<file path="src/rtl/game_pkg.sv">
// Shared types and helpers for the frog game flow controller: FSM states,
// draw-layer select codes and the log enable mask rule.
package game_pkg;

    typedef enum logic [2:0] {
        ST_PLAY = 3'd0,
        ST_HIT  = 3'd1,
        ST_GOAL = 3'd2,
        ST_BUZ  = 3'd3,
        ST_OVER = 3'd4
    } game_state_t;

    function automatic logic [7:0] haz_code(input int idx);
        return 8'(idx + 1);
    endfunction

    function automatic logic [7:0] gate_code(input int num_haz, input int idx);
        return 8'(num_haz + 1 + idx);
    endfunction

    function automatic logic [7:0] frog_code(input int num_haz, input int num_gate);
        return 8'(num_haz + num_gate + 1);
    endfunction

    function automatic logic [7:0] bank_code(input int num_haz, input int num_gate);
        return 8'(num_haz + num_gate + 2);
    endfunction

    // One bit of the enabled-log mask: the low min(log_num, base+(level-1)*step) bits are set.
    function automatic logic log_mask(input int level, input int bit_idx, input int log_num,
                                      input int base, input int step);
        int raw_cnt;
        int cnt;
        raw_cnt = base + (level - 1) * step;
        cnt     = (raw_cnt > log_num) ? log_num : raw_cnt;
        return (bit_idx < cnt) ? 1'b1 : 1'b0;
    endfunction

endpackage

</file>
<file path="src/rtl/game_flow_ctrl_buzz_timer.sv">
// Down-counter for the sound burst: load sets the full length, done flags the
// last cycle of the burst.
module buzz_timer #(
    parameter int CYCLES = 50000000
) (
    input  logic clk,
    input  logic resetN,
    input  logic load,
    output logic done
);

    localparam int CNT_W = $clog2(CYCLES + 1);

    logic [CNT_W-1:0] cnt_r;

    // Burst counter: reload on request, otherwise count down to zero and rest there.
    always_ff @(posedge clk) begin
        if (!resetN) begin
            cnt_r <= {CNT_W{1'b0}};
        end else if (load) begin
            cnt_r <= CNT_W'(CYCLES);
        end else if (cnt_r != {CNT_W{1'b0}}) begin
            cnt_r <= cnt_r - CNT_W'(1);
        end else begin
            cnt_r <= cnt_r;
        end
    end

    assign done = (cnt_r == CNT_W'(1));

endmodule

</file>
<file path="src/rtl/game_flow_ctrl.sv">
// Frog game flow controller: per-pixel draw arbitration, win/lose detection,
// level/lives bookkeeping, log enable mask and win/lose sound burst timing.
module game_flow_ctrl
    import game_pkg::*;
#(
    parameter int NUM_HAZ    = 3,
    parameter int NUM_GATE   = 2,
    parameter int LOG_NUM    = 15,
    parameter int LOGS_BASE  = 1,
    parameter int LOGS_STEP  = 5,
    parameter int MAX_LEVEL  = 4,
    parameter int LIVES      = 3,
    parameter int BUZ_CYCLES = 50000000,
    parameter int FREQ_W     = 10,
    parameter int WIN_FREQ   = 500,
    parameter int LOSE_FREQ  = 950,
    localparam int GID_W     = (NUM_GATE > 1) ? $clog2(NUM_GATE) : 1,
    localparam int LVL_W     = $clog2(MAX_LEVEL + 1),
    localparam int LIV_W     = $clog2(LIVES + 1)
) (
    input  logic                clk,
    input  logic                resetN,
    input  logic [NUM_HAZ-1:0]  hazard_draw_req,
    input  logic [NUM_GATE-1:0] gate_draw_req,
    input  logic                frog_draw_req,
    input  logic                endbank_draw_req,
    input  logic                restart,
    output logic [7:0]          select_mux,
    output logic                take_gate,
    output logic [GID_W-1:0]    gate_id,
    output logic                win,
    output logic                lose,
    output logic                enable_sound,
    output logic [FREQ_W-1:0]   sound_freq_out,
    output logic [LOG_NUM-1:0]  log_enable_out,
    output logic [LVL_W-1:0]    level_out,
    output logic [LIV_W-1:0]    lives_out,
    output logic                game_over
);

    localparam logic [LVL_W-1:0] LVL_MIN  = LVL_W'(1);
    localparam logic [LVL_W-1:0] LVL_TOP  = LVL_W'(MAX_LEVEL);
    localparam logic [LIV_W-1:0] LIV_FULL = LIV_W'(LIVES);
    localparam logic [LIV_W-1:0] LIV_NONE = LIV_W'(0);

    game_state_t         state_r;
    logic [LVL_W-1:0]    level_r;
    logic [LIV_W-1:0]    lives_r;
    logic [FREQ_W-1:0]   freq_r;
    logic                win_r;
    logic                lose_r;
    logic                sound_r;
    logic                over_r;
    logic                load_s;
    logic                done_s;
    logic [7:0]          sel_s;
    logic [GID_W-1:0]    gid_s;
    logic                gate_top_s;
    logic [LOG_NUM-1:0]  log_en_s;

    assign load_s = (state_r == ST_HIT) || (state_r == ST_GOAL);

    buzz_timer #(
        .CYCLES (BUZ_CYCLES)
    ) u_buzz_timer (
        .clk    (clk),
        .resetN (resetN),
        .load   (load_s),
        .done   (done_s)
    );

    // Priority encoder: apply layers lowest priority first so higher layers overwrite.
    always_comb begin
        sel_s = endbank_draw_req ? bank_code(NUM_HAZ, NUM_GATE) : 8'd0;
        sel_s = frog_draw_req ? frog_code(NUM_HAZ, NUM_GATE) : sel_s;
        gid_s = {GID_W{1'b0}};
        for (int g = NUM_GATE - 1; g >= 0; g--) begin
            sel_s = gate_draw_req[g] ? gate_code(NUM_HAZ, g) : sel_s;
            gid_s = gate_draw_req[g] ? GID_W'(g) : gid_s;
        end
        for (int i = NUM_HAZ - 1; i >= 0; i--) begin
            sel_s = hazard_draw_req[i] ? haz_code(i) : sel_s;
        end
        gate_top_s = (|gate_draw_req) && !(|hazard_draw_req);
    end

    // Enabled-log mask derived from the current level.
    always_comb begin
        log_en_s = {LOG_NUM{1'b0}};
        for (int b = 0; b < LOG_NUM; b++) begin
            log_en_s[b] = log_mask(int'(level_r), b, LOG_NUM, LOGS_BASE, LOGS_STEP);
        end
    end

    // Game flow FSM with registered event, sound and game-over outputs.
    always_ff @(posedge clk) begin
        if (!resetN) begin
            state_r <= ST_PLAY;
            level_r <= LVL_MIN;
            lives_r <= LIV_FULL;
            freq_r  <= {FREQ_W{1'b0}};
            win_r   <= 1'b0;
            lose_r  <= 1'b0;
            sound_r <= 1'b0;
            over_r  <= 1'b0;
        end else begin
            win_r  <= 1'b0;
            lose_r <= 1'b0;
            case (state_r)
                ST_PLAY: begin
                    // A hazard coincidence wins over an end-bank coincidence on the same pixel.
                    if (frog_draw_req && (|hazard_draw_req)) begin
                        state_r <= ST_HIT;
                        lose_r  <= 1'b1;
                    end else if (frog_draw_req && endbank_draw_req) begin
                        state_r <= ST_GOAL;
                        win_r   <= 1'b1;
                    end else begin
                        state_r <= ST_PLAY;
                    end
                end
                ST_HIT: begin
                    freq_r  <= FREQ_W'(LOSE_FREQ);
                    lives_r <= (lives_r != LIV_NONE) ? lives_r - LIV_W'(1) : LIV_NONE;
                    level_r <= (level_r > LVL_MIN) ? level_r - LVL_W'(1) : LVL_MIN;
                    sound_r <= 1'b1;
                    state_r <= ST_BUZ;
                end
                ST_GOAL: begin
                    freq_r  <= FREQ_W'(WIN_FREQ);
                    level_r <= (level_r < LVL_TOP) ? level_r + LVL_W'(1) : LVL_TOP;
                    sound_r <= 1'b1;
                    state_r <= ST_BUZ;
                end
                ST_BUZ: begin
                    if (done_s) begin
                        sound_r <= 1'b0;
                        if (lives_r == LIV_NONE) begin
                            state_r <= ST_OVER;
                            over_r  <= 1'b1;
                        end else begin
                            state_r <= ST_PLAY;
                        end
                    end else begin
                        state_r <= ST_BUZ;
                    end
                end
                ST_OVER: begin
                    if (restart) begin
                        state_r <= ST_PLAY;
                        over_r  <= 1'b0;
                        level_r <= LVL_MIN;
                        lives_r <= LIV_FULL;
                    end else begin
                        state_r <= ST_OVER;
                    end
                end
                default: begin
                    state_r <= ST_PLAY;
                    sound_r <= 1'b0;
                    over_r  <= 1'b0;
                end
            endcase
        end
    end

    assign select_mux     = sel_s;
    assign take_gate      = (state_r == ST_PLAY) && gate_top_s;
    assign gate_id        = take_gate ? gid_s : {GID_W{1'b0}};
    assign win            = win_r;
    assign lose           = lose_r;
    assign enable_sound   = sound_r;
    assign sound_freq_out = freq_r;
    assign log_enable_out = log_en_s;
    assign level_out      = level_r;
    assign lives_out      = lives_r;
    assign game_over      = over_r;

endmodule

</file>
<file path="config.mk">
export PLATFORM = sky130hd
export DESIGN_NAME = game_flow_ctrl
export DESIGN_NICKNAME = d
export VERILOG_FILES = /design/src/rtl/game_pkg.sv /design/src/rtl/game_flow_ctrl_buzz_timer.sv /design/src/rtl/game_flow_ctrl.sv
export SDC_FILE = /design/constraint.sdc
export NUM_CORES = 1
export LEC_CHECK = 0
export BUFFER_PORTS_ARGS = -buffer_cell sky130_fd_sc_hd__buf_2
export CORE_UTILIZATION = 50
export DETAILED_ROUTE_END_ITERATION = 16
export PLACE_DENSITY = 0.76
export SLEW_MARGIN = 20
export SYNTH_ARGS = -nofsm -noshare
export SYNTH_HDL_FRONTEND = slang
export SYNTH_SLANG_ARGS = --single-unit
</file>
<file path="constraint.sdc">
create_clock -name clk -period 5 [get_ports clk]
set_input_delay 1 -clock clk [delete_from_list [all_inputs] [get_ports clk]]
set_output_delay 1 -clock clk [all_outputs]
set_load 0.02 [all_outputs]
</file>
==> flow_summary.toml <==
[floorplan]
coreArea_um2 = 5205
fp-row-count = 26
dieArea_um2 = 5790
die_y_um = 76.10
die_x_um = 76.10
initial_core_util_pct = 52.74
ios = 54

[critical_path]
critPathArrivalTime_ns = 3.92
critPathMostFrequentCell = "ha_4"
crit_fanout = 6
worstPathRequired_ns = 4.00
path_cells = "clkinvlp_4, ha_4, inv_1, ha_4, ha_4, and3_4, or3_4, o22ai_4, o31ai_2, ha_1, nand4b_1, o21ai_2, or3_4, nand2b_1, a21oi_2, buf_2"
criticalPathCategory = "reg -> out"
startpoint_type = "register"
r2r_slack_ns = 2.44
worst_setup_path_end_kind = "primary output"
max_stage_delay_ns = 0.40
cp_slowest_cell = "dfxtp_4"

[finish]
ff_latch_area_um2 = 827.0
fin_area_um2 = 3254
utilization_pct = 62.52
final_common_cell = "buf_2"
finalNetCount = 409
area_growth_pct = 18.55
fillCellCount = 462
final_cell_mix = "45 x buf_2, 38 x dfxtp_1, 35 x nor2_1"
multi_input_area_um2 = 1868
diodes = 0
drive_above_1_share_pct = 24.94

[clock_network]
cts_tree = "yes"
clk_latency_ns = 0.30
path_clk_slew_ns = 0.08
clockBufferDepth = 2
clock-root-buffer = "clkbuf_8"
htree_levels = 2
clock-sinks = 41
cts_made_buffers = 5

[route]
drc = 0
viasPerCell = 5.835
first_pass_iters = 5
via_count = 2655
first_iter_violations = 145
ant_nets = 0
wire_per_inst_um = 14.01
drt-total-wl_um = 6373

[global_routing]
met2_usage_pct = 36.09
grt_pass1_vias = 2398
grt_use_total_pct = 21.59
grt_pass1_wl_um = 10470
grt_util_met3_pct = 4.551
antenna_found_initial = 0
grt.met1_usage_pct = 27.21
grt.overflow.total = 0
grt_start_max_net_pins = 15
busiest_layer = "met2"

[yosys]
ys.flop_type = "dfxtp_1"
yosysSeqAreaShare_pct = 29.90
async_flop_share_pct = 0
synth-edff-count = 0
avgSynthCellArea_um2 = 7.980
synth-simple-area-share_pct = 26.71
synthXorXnorAreaFrac_pct = 5.105
post_synth_mux_area_share_pct = 1.504
synthTopCellsByArea = "dfxtp_1 30%, ha_1 6.8%, nor2_1 4.8%, a21oi_1 4.4%, buf_4 3.3%"
synthesis.area_um2 = 2745
synthAdderAreaFrac_pct = 6.837
synth_compound_area_share_pct = 21.83
yosys_warnings = 0
synth-seq-cells = 41
yosysUniqueCellTypes = 58
synth_cells = 344
synth_top_family_by_area = "simple AND/OR/NAND/NOR gates"
synth_top_area_share_pct = 29.90
synth_area_leader_cell = "dfxtp_1"

[power]
power_uw = 1644
peakVddDrop_v = 0.0002551
p_leak_uw = 0.001333
powerDensity_nw_per_um2 = 505.3

[timing]
hold_violations = 0
slew_headroom_pct = 50.45
setup_ws_ns = 0.07885
fmax_ghz = 0.2032
finalCriticalPeriod_ns = 4.921
clock_skew_ns = 0.008993
fin_hold_ws_ns = 0.4971
min_period_over_period_pct = 98.42
tightestPinTransition_ns = 0.7365
setup_violations = 0
slew_violations = 0

[flow_run]
drv_cap = 0

[place]
gp_congestion = 0.9165
place_hpwl_um = 4390
dpl_worst_slack_ns = 0.1347
io_buffers = 46
place_area_um2 = 2964

[outcome]
status = "completed"

[min_path]
hold_class = "reg -> reg"
==> per-stage QoR <==
| stage | cells | TNS, ns |
|---|---|---|
| 2_1_floorplan | 350 | 0 |
| 4_1_cts | 450 | 0 |
| 3_3_place_gp | 442 | 0 |
| 3_5_place_dp | 442 | 0 |
| 5_1_grt | 455 | -0.3251 |
| 6_report | 455 | 0 |
==> per-layer routing <==
layer	wire length, um	part of all wire (%)	up-vias
li1	-	-	1328
met1	2981	47	1234
met2	2985	47	86
met3	318	5.0	7
met4	86	1.3	0
met5	0	0	-
==> power by group <==
group / switching (uW) / total, uW / internal, uW
Clock: 113 / 276 / 163
Combinational: 552 / 935 / 382
Sequential: 57.8 / 434 / 376
==> state kept, by name, indices dropped and copies added (netlist names) <==
signal,flops
sound_freq_out,3
state_r,3
level_out,3
lives_out,2
enable_sound,1
lose,1
u_buzz_timer.cnt_r,26
win,1
game_over,1
==> worst max-delay path: cells and delay by family (launching register included) <==
family,cells,cell delay [ns]
AO/OA/AOI/OAI,4,0.50
adder cells (fa/ha/maj),4,1.12
buffers and inverters,3,0.39
flip-flops,1,0.40
AND/OR/NAND/NOR,5,1.22
==> synthesized netlist by cell type, types with 7 or more instances <==
cell / number
inv_1: 15
dfxtp_1: 41
nand2_1: 13
clkbuf_1: 10
buf_4: 12
a21oi_1: 24
o31ai_1: 9
o21ai_0: 12
xnor2_1: 10
nand3_1: 7
ha_1: 15
nor2_1: 35
nand4_1: 7
nor4_1: 8
or3_1: 10
nand2b_1: 7
nor3_1: 16
==> cells by family (layout without fill, tap and decap cells) <==
family                   count (synthesis)  in the layout
AO/OA/AOI/OAI                           89             89
XOR/XNOR                                16             16
adder cells (fa/ha/maj)                 15             15
buffers and inverters                   42             77
flip-flops                              41             41
multiplexers                             4              4
other                                    1              7
AND/OR/NAND/NOR                        136            136
==> what timing repair did <==
| action | 4_1_cts | 5_1_grt |
|---|---|---|
| pin swaps | 0 | 6 |
| hold buffers | 0 | 0 |
| buffers inserted | 0 | 5 |
| gates resized for setup | 7 | 22 |
| setup endpoints to repair | 14 | 15 |
==> area by class of cell <==
type / count / area share (%)
Multi-Input combinational cell: 267 / 57.40
Sequential cell: 41 / 25.41
Timing Repair Buffer: 54 / 8.997
Tap cell: 70 / 2.691
Clock buffer: 7 / 2.653
Inverter: 15 / 1.922
Clock inverter: 1 / 0.9227
==> worst paths after layout <==
kind	startpoint	endpoint	cells past startpoint
setup / recovery	level_out[0]$_SDFFE_PN1P_	log_enable_out[13]	16
hold / removal	u_buzz_timer.cnt_r[6]$_SDFFE_PP0P_	u_buzz_timer.cnt_r[6]$_SDFFE_PP0P_	2
setup reg to reg	u_buzz_timer.cnt_r[0]$_SDFFE_PP0P_	u_buzz_timer.cnt_r[17]$_SDFFE_PN0P_	7
hold reg to reg	u_buzz_timer.cnt_r[6]$_SDFFE_PP0P_	u_buzz_timer.cnt_r[6]$_SDFFE_PP0P_	2
(Power assumes the default switching activity.)
